File: config.mk
export PLATFORM = sky130hd
export DESIGN_NAME = sprite_fetch_sched
export DESIGN_NICKNAME = d
export VERILOG_FILES = /design/src/rtl/sprite_fetch_sched.sv
export SDC_FILE = /design/constraint.sdc
export NUM_CORES = 1
export LEC_CHECK = 0
export CAP_MARGIN = 20
export CORE_MARGIN = 3
export CORE_UTILIZATION = 46
export CTS_BUF_LIST = sky130_fd_sc_hd__clkbuf_16
export DETAILED_ROUTE_END_ITERATION = 16
export GPL_TIMING_DRIVEN = 0
export PLACE_DENSITY_LB_ADDON = 0.25
export SYNTH_ARGS = -nofsm -noshare
export SYNTH_HDL_FRONTEND = slang
export SYNTH_SLANG_ARGS = --single-unit
File: constraint.sdc
create_clock -name clk -period 3.5 [get_ports clk]
set_input_delay 1.05 -clock clk [delete_from_list [all_inputs] [get_ports clk]]
set_output_delay 1.05 -clock clk [all_outputs]
set_load 0.02 [all_outputs]
File: src/rtl/sprite_fetch_sched.sv
// sprite_fetch_sched
//   Per-scanline sequencer for the sprite slot chain and the sprite tile-row
//   fetch. Each line it clears the chain, runs the OAM scan (chain_load), then
//   queries the chain during pixel transfer. On a hit it stalls the pixel pipe,
//   reads the two bitplane bytes of the sprite row from VRAM and hands the
//   assembled row to the mixer.
//
// Ports
//   clk, rst               clock; synchronous active-low reset
//   lcd_en                 PPU enable, low forces IDLE and zeroes outputs
//   line_start, xfer_done  line timer events
//   cfg_tall_sprites       8x16 sprite mode
//   chain_rst_n/load/query chain control
//   chain_valid/dy/tile/attrs  chain hit data, attrs = {prio, yflip, xflip, pal}
//   pix_stall              freezes lx and the background fetcher
//   vram_req/addr/data     VRAM read port, data VRAM_LAT cycles after request
//   spr_push/ready         row handshake to the mixer
//   spr_lo/hi/attrs        row bitplanes (bit7 = leftmost) and {prio, pal}
//
// state | meaning
// IDLE  | waiting for the first line_start
// CLEAR | chain reset pulse
// SCAN  | OAM scan, chain_load for SCAN_CYCLES cycles
// XFER  | pixel transfer, querying the chain
// FLO   | low bitplane read outstanding
// FHI   | high bitplane read outstanding
// PUSH  | row offered to the mixer
// DONE  | line finished, waiting for next line_start
module sprite_fetch_sched #(
    parameter int SCAN_CYCLES = 80,
    parameter int VRAM_LAT    = 1
) (
    input  logic        clk,
    input  logic        rst,
    input  logic        lcd_en,
    input  logic        line_start,
    input  logic        xfer_done,
    input  logic        cfg_tall_sprites,
    output logic        chain_rst_n,
    output logic        chain_load,
    output logic        chain_query,
    input  logic        chain_valid,
    input  logic [3:0]  chain_dy,
    input  logic [7:0]  chain_tile,
    input  logic [3:0]  chain_attrs,
    output logic        pix_stall,
    output logic        vram_req,
    output logic [12:0] vram_addr,
    input  logic [7:0]  vram_data,
    output logic        spr_push,
    input  logic        spr_ready,
    output logic [7:0]  spr_lo,
    output logic [7:0]  spr_hi,
    output logic [1:0]  spr_attrs
);

    localparam int CNT_MAX = (SCAN_CYCLES > VRAM_LAT) ? SCAN_CYCLES : VRAM_LAT;
    localparam int CW      = $clog2(CNT_MAX + 1);

    typedef enum logic [2:0] {
        IDLE, CLEAR, SCAN, XFER, FLO, FHI, PUSH, DONE
    } state_t;

    state_t        state, state_nx;
    logic [CW-1:0] cnt, cnt_nx;

    logic [3:0] dy_q;
    logic [7:0] tile_q;
    logic [3:0] attrs_q;
    logic       tall_q;
    logic [7:0] lo_q, hi_q;

    logic run;
    logic lat_hit, lat_lo, lat_hi, drop;

    logic [3:0]  row;
    logic [7:0]  tile_eff;
    logic [12:0] addr_lo;

    function automatic logic [7:0] rev8(input logic [7:0] b);
        logic [7:0] r;
        for (int i = 0; i < 8; i++) begin
            r[i] = b[7-i];
        end
        return r;
    endfunction

    assign run = rst & lcd_en;

    // Row within the sprite; in tall mode row[3] selects the lower tile.
    always_comb begin
        if (attrs_q[2]) begin
            row = tall_q ? (4'd15 - dy_q) : {1'b0, 3'd7 - dy_q[2:0]};
        end else begin
            row = tall_q ? dy_q : {1'b0, dy_q[2:0]};
        end
        tile_eff = tall_q ? {tile_q[7:1], row[3]} : tile_q;
        addr_lo  = {1'b0, tile_eff, row[2:0], 1'b0};
    end

    always_ff @(posedge clk) begin
        if (!rst) begin
            state   <= IDLE;
            cnt     <= '0;
            dy_q    <= '0;
            tile_q  <= '0;
            attrs_q <= '0;
            tall_q  <= 1'b0;
            lo_q    <= '0;
            hi_q    <= '0;
        end else begin
            state <= state_nx;
            cnt   <= cnt_nx;
            if (drop) begin
                dy_q    <= '0;
                tile_q  <= '0;
                attrs_q <= '0;
                tall_q  <= 1'b0;
                lo_q    <= '0;
                hi_q    <= '0;
            end else begin
                if (lat_hit) begin
                    dy_q    <= chain_dy;
                    tile_q  <= chain_tile;
                    attrs_q <= chain_attrs;
                    tall_q  <= cfg_tall_sprites;
                end
                if (lat_lo) lo_q <= vram_data;
                if (lat_hi) hi_q <= vram_data;
            end
        end
    end

    always_comb begin
        state_nx    = state;
        cnt_nx      = cnt;
        chain_rst_n = rst;
        chain_load  = 1'b0;
        chain_query = 1'b0;
        pix_stall   = 1'b0;
        vram_req    = 1'b0;
        vram_addr   = '0;
        spr_push    = 1'b0;
        spr_lo      = '0;
        spr_hi      = '0;
        spr_attrs   = '0;
        lat_hit     = 1'b0;
        lat_lo      = 1'b0;
        lat_hi      = 1'b0;
        drop        = 1'b0;

        if (!run) begin
            state_nx = IDLE;
            drop     = 1'b1;
        end else begin
            case (state)
                IDLE: begin
                    // pixel pipe is not running yet, so no stall is asserted
                end
                CLEAR: begin
                    chain_rst_n = 1'b0;
                    pix_stall   = 1'b1;
                    state_nx    = SCAN;
                    cnt_nx      = CW'(SCAN_CYCLES - 1);
                end
                SCAN: begin
                    chain_load = 1'b1;
                    pix_stall  = 1'b1;
                    if (cnt == '0) state_nx = XFER;
                    else           cnt_nx   = cnt - CW'(1);
                end
                XFER: begin
                    chain_query = 1'b1;
                    pix_stall   = chain_valid;
                    // a hit outranks xfer_done; done is re-sampled after the push
                    if (chain_valid) begin
                        lat_hit  = 1'b1;
                        state_nx = FLO;
                        cnt_nx   = CW'(VRAM_LAT);
                    end else if (xfer_done) begin
                        state_nx = DONE;
                    end
                end
                FLO: begin
                    pix_stall = 1'b1;
                    vram_req  = 1'b1;
                    vram_addr = addr_lo;
                    if (cnt == '0) begin
                        lat_lo   = 1'b1;
                        state_nx = FHI;
                        cnt_nx   = CW'(VRAM_LAT);
                    end else begin
                        cnt_nx = cnt - CW'(1);
                    end
                end
                FHI: begin
                    pix_stall = 1'b1;
                    vram_req  = 1'b1;
                    vram_addr = addr_lo | 13'd1;
                    if (cnt == '0) begin
                        lat_hi   = 1'b1;
                        state_nx = PUSH;
                    end else begin
                        cnt_nx = cnt - CW'(1);
                    end
                end
                PUSH: begin
                    pix_stall = 1'b1;
                    spr_push  = 1'b1;
                    spr_lo    = attrs_q[1] ? rev8(lo_q) : lo_q;
                    spr_hi    = attrs_q[1] ? rev8(hi_q) : hi_q;
                    spr_attrs = {attrs_q[3], attrs_q[0]};
                    if (spr_ready) state_nx = XFER;
                end
                DONE: begin
                    pix_stall = 1'b1;
                end
                default: begin
                    state_nx = IDLE;
                end
            endcase

            // line_start always restarts the line; mid-line it also drops the sprite
            if (line_start) begin
                state_nx = CLEAR;
                lat_hit  = 1'b0;
                lat_lo   = 1'b0;
                lat_hi   = 1'b0;
                drop     = (state != IDLE) && (state != DONE);
            end
        end
    end

endmodule

# After elaboration in Yosys (flattened, before gate mapping)
# Index checks and enable logic that the tools add are counted.
[op_classes]
eq_ne = 20
shift = 0
order_cmp = 0
reduce_logical = 15
n_mux = 51
n_addsub = 3
bitwise = 3
mul = 0
div = 0
[ops]
columns = ["operator", "n"]
rows = [
  ["$mux 8", 6],
  ["$pmux 7 s4", 1],
  ["$mux 1", 26],
  ["$pmux 12 s2", 1],
  ["$mux 7", 3],
  ["$mux 3", 6],
  ["$ne 3x3->1 const B", 6],
  ["$pmux 3 s6", 1],
  ["$eq 3x3->1 const B", 4],
  ["$mux 12", 1],
  ["$mux 4", 3],
  ["$ne 2x2->1 const B", 6],
  ["$reduce_and 6->1", 2],
  ["$logic_not 7->1", 1],
  ["$reduce_bool 7->1", 1],
  ["$sub 7x1->7 const B", 1],
  ["$eq 3x2->1 const B", 2],
  ["$reduce_bool 6->1", 1],
  ["$reduce_or 2->1", 3],
  ["$reduce_or 6->1", 1],
  ["$mux 2", 2],
  ["$ne 4x4->1 const B", 1],
  ["$reduce_and 4->1", 1],
  ["$reduce_bool 4->1", 1],
  ["10 further kinds", 11],
]
[word_totals]
mem_bits_rw = 0
rom_bits = 0
latchBits = 0
memories = 0
ff_bits = 43
output_inout_bits = 37

# Longest topological paths before layout
[depth]
ltp_word = 6
mapped_depth = 8
depth_no_buf = 7

# Least setup slack after synthesis
# No wires, ideal clock.
[synth_timing]
path_kind = "input to output"
from = "input port rst"
to = "output port vram_addr[4]"
path_slack_ps = 59
path_stages = 5
path_buffers = 2
required_time_ps = 2450
t_arrival_ps = 2391
path_cell_list = "buf_2 > and3_1 > clkbuf_1 > nand2_1 > a211oi_1"
[synth_between]
elab_chain_cells = 2
[synth_rtl]
columns = ["element", "line_no", "text"]
rows = [
  ["from (decl)", "34", "input logic rst,"],
  ["$and 1x1->1", "88", "assign run = rst & lcd_en;"],
  ["$mux 12", "152", "if (!run) begin"],
  ["to (decl)", "48", "output logic [12:0] vram_addr,"],
]
# No other way between the ends.

# Final worst setup path
[layout_timing]
from = "input port lcd_en"
to = "output port vram_addr[11]"
[layout_between]
elab_chain_cells = 2
[layout_rtl]
columns = ["element", "line_no", "text"]
rows = [
  ["from (decl)", "35", "input logic lcd_en,"],
  ["$and 1x1->1", "88", ""],
  ["$mux 12", "152", ""],
]
# No other way between the ends.

==> results.sh <==
export IMPL_antenna_found_initial=0
export IMPL_p_leak_nw=1.27
export IMPL_fin_cells=451
export IMPL_finalSetupViolations=0
export IMPL_hold_violations=0
export IMPL_dpl_cell_area_mm2=0.00317
export IMPL_post_route_drc_count=0
export IMPL_diodes=0
export IMPL_cap_violations=0
export IMPL_dieArea_mm2=0.00620
export IMPL_gp_congestion=0.823
export IMPL_drt_iter0_markers=103
export IMPL_first_global_vias=2256
export IMPL_skew_ps=4.90
export IMPL_drive_gt1_share_pct=11.5
export IMPL_drt_total_wl_um=6330
export IMPL_fmax_mhz=292
export IMPL_die_h_um=78.8
export IMPL_cts_buffer_depth=2
export IMPL_grt_overflow_total=0
export IMPL_critPathArrivalTime_ps=2380
export IMPL_wl_per_cell_um=14.0
export IMPL_yosysWarnings=0
export IMPL_dp_slack_ps=-874
export IMPL_hold_depth=2
export IMPL_holdBufCountCts=0
export IMPL_setup_tns_ps=0
export IMPL_finalMaxSlewViolations=0
export IMPL_worstMarginPinSlew_ps=732
export IMPL_r2r_start="cnt[0]$_SDFFE_PN0P_"
export IMPL_clk_latency_ps=290
export IMPL_fin_nets=418
export IMPL_synth_nets=346
export IMPL_min_from="attrs_q[3]$_SDFFE_PP0P_"
export IMPL_ff_latch_area_um2=861
export IMPL_finalCritPeriodShare_pct=97.9
export IMPL_critPathCaptureType="output port"
export IMPL_synth_ff_latch_count=43
export IMPL_multi_input_area_mm2=0.00148
export IMPL_slew_headroom_pct=50.8
export IMPL_cp_max_fo=9
export IMPL_cp_data_required_time_ps=2450
export IMPL_cts_root_buf="clkbuf_16"
export IMPL_fin_crit_ps=3430
export IMPL_syn_to_final_growth_pct=37.5
export IMPL_dr_pass1_iters=5
export IMPL_worstSetupPathType="input pin to output port"
export IMPL_ff2ff_setup_slack_ps=1190
export IMPL_cts_tree="built"
export IMPL_synthCells=311
export IMPL_io_pins=69
export IMPL_cts_sinks=43
export IMPL_dp_hpwl_um=4590
export IMPL_ys_seq_area_share_pct=35.3
export IMPL_htreeDepth=2
export IMPL_timing_rr_end="cnt[5]$_SDFFE_PN0P_"
export IMPL_setup_ws_ps=73.4
export IMPL_worstHoldPathType="register to register"
export IMPL_initial_core_util_pct=49.6
export IMPL_num_rows=25
export IMPL_viasPerCell=5.34
export IMPL_io_buffers=65
export IMPL_die_w_um=78.8
export IMPL_power_density_mw_per_mm2=303
export IMPL_dp_cells=443
export IMPL_synthesis_area_mm2=0.00244
export IMPL_ys_types=45
export IMPL_synth_avg_cell_area_um2=7.83
export IMPL_vias=2407
export IMPL_grt_max_degree=14
export IMPL_min_to="attrs_q[3]$_SDFFE_PP0P_"
export IMPL_core_area_mm2=0.00491
export IMPL_final_antenna_net_count=0
export IMPL_grt_pass1_wl_um=10300
export IMPL_start_kind="input pin"
export IMPL_grt_use_total_pct=20.6
export IMPL_cts_made_buffers=5
export IMPL_outcome="completed"
export IMPL_nFillCells=434
export IMPL_ir_worst_vdd_mv=0.182
export IMPL_final_cell_area_mm2=0.00335
export IMPL_ff2ff_path_depth=8
export IMPL_clk_pin_slew_ps=60
==> power breakdown <==
part | switching [W] | internal, W | total, W | leakage, nW
logic | 0.0000334 | 0.0000384 | 0.0000717 | 0.854
clock network | 0.000191 | 0.000260 | 0.000452 | 0.0710
registers | 0.000000382 | 0.000490 | 0.000490 | 0.346
==> placed cells by master, fill, tap and decap left out, drive strengths merged, types with 2 or more instances in the layout <==
cell type and instances:
nor3 9, a31oi 2, a311o 2, a32o 2
xnor2 5, nand4 2, a21oi 23, o21ai 9
ha 3, clkdlybuf4s50 37, and3 9, dfxtp 43
buf 7, nand2b 5, clkdlybuf4s15 10, nor2 48
nand3 6, o22ai 4, nor3b 2, inv 8
clkbuf 19, nor2b 4, dlymetal6s2s 2, mux2i 32
and2 7, a211oi 3, nor4 3, dlygate4sd2 16
nand2 50
==> final cells by class <==
class | instances | area share (%)
multi-input cells | 240 | 44.2
flip-flops and latches | 43 | 25.7
repair buffers | 66 | 19.8
clock buffers | 5 | 3.74
plain buffers | 20 | 2.84
well taps | 67 | 2.50
inverters | 7 | 0.784
clock inverters | 3 | 0.486
==> timing repair <==
| item | CTS | global route |
|---|---|---|
| setup endpoints to repair | 35 | 7 |
| resized for setup | 56 | 3 |
| cloned | 1 | 0 |
| setup buffers | 0 | 0 |
==> how the worst max path moves through the flow <==
stage	slack (ps)	endpoint	cells after the start	start
2_1_floorplan	60	vram_addr[4]	5	rst
3_3_place_gp	-890	spr_hi[6]	6	lcd_en
3_5_place_dp	-870	spr_hi[5]	6	lcd_en
4_1_cts	30	vram_addr[10]	4	lcd_en
5_1_grt	-3	vram_addr[5]	4	lcd_en
6_report	70	vram_addr[11]	4	lcd_en
==> per-layer routing <==
| metal | share of wire (%) | global-route usage (%) | vias up |
|---|---|---|---|
| met5 | 0 | 0 | - |
| met3 | 5.7 | 4.42 | 5 |
| li1 | - | - | 1202 |
| met2 | 49 | 36.2 | 85 |
| met4 | 1.0 | 5.24 | 0 |
| met1 | 44 | 25.5 | 1115 |
==> cell families after synthesis <==
logic type / Yosys count / synth area share (%)
muxes: 32 / 13.1
other: 1 / 0.154
buffers and inverters: 28 / 4.73
DFF: 43 / 35.3
xor gates and xnor gates: 5 / 1.80
adders and majority gates: 3 / 1.54
and+or+nand+nor: 147 / 29.9
AOI/OAI and AO/OA: 52 / 13.4
==> per-stage QoR <==
stage / utilization (%) / hold slack [ps] / power [W]
global placement: 64.6 / 437 / 0.000572
CTS: 68.0 / 450 / 0.00102
detailed placement: 64.6 / 442 / 0.000572
floorplan: - / 432 / 0.000528
global route: 68.2 / 463 / 0.00104
finish: 68.2 / 449 / 0.00101
==> cell usage after synthesis <==
cell | instances | area share [%]
o22ai_1 | 4 | 1.0
o32ai_1 | 1 | 0.36
o21ai_0 | 8 | 1.6
buf_4 | 1 | 0.31
nor4_4 | 2 | 1.7
and3_1 | 9 | 2.3
a211oi_1 | 2 | 0.62
o21ai_1 | 1 | 0.21
conb_1 | 1 | 0.15
and2_2 | 1 | 0.31
a41o_2 | 1 | 0.46
clkbuf_1 | 14 | 2.2
nor4_1 | 1 | 0.26
a221o_1 | 1 | 0.41
inv_1 | 7 | 1.1
mux2i_1 | 32 | 13
a22oi_1 | 1 | 0.31
nor3b_1 | 2 | 0.62
a31oi_1 | 2 | 0.51
a32o_1 | 2 | 0.82
or2_2 | 1 | 0.26
and2_0 | 1 | 0.26
xnor2_1 | 5 | 1.8
and2_1 | 5 | 1.3
buf_1 | 1 | 0.15
nor2b_1 | 4 | 1.0
a21oi_1 | 23 | 4.7
buf_2 | 5 | 1.0
nand2b_1 | 5 | 1.3
dfxtp_1 | 43 | 35
nand2_1 | 50 | 7.7
a311o_1 | 2 | 0.82
a211oi_2 | 1 | 0.51
nor3_1 | 9 | 1.8
ha_1 | 3 | 1.5
nand3_4 | 1 | 0.72
nand3_1 | 5 | 1.0
o21bai_1 | 1 | 0.31
nand4_1 | 1 | 0.26
and2b_1 | 1 | 0.31
a21boi_0 | 1 | 0.31
o21a_1 | 1 | 0.31
nor2_2 | 8 | 2.1
nand4_2 | 1 | 0.51
nor2_1 | 40 | 6.2
==> worst max-delay path, cell delays in order <==
cell and delay (ps):
dlygate4sd2_1 280, and3_4 270, and3_1 170, clkdlybuf4s50_1 600
==> sequential cells by signal, summed over array words and instances, names as in the netlist <==
signal   flops
cnt          7
tile_q       8
hi_q         8
lo_q         8
tall_q       1
dy_q         4
attrs_q      4
state        3
Note: power is estimated with default switching activity, not from simulation.
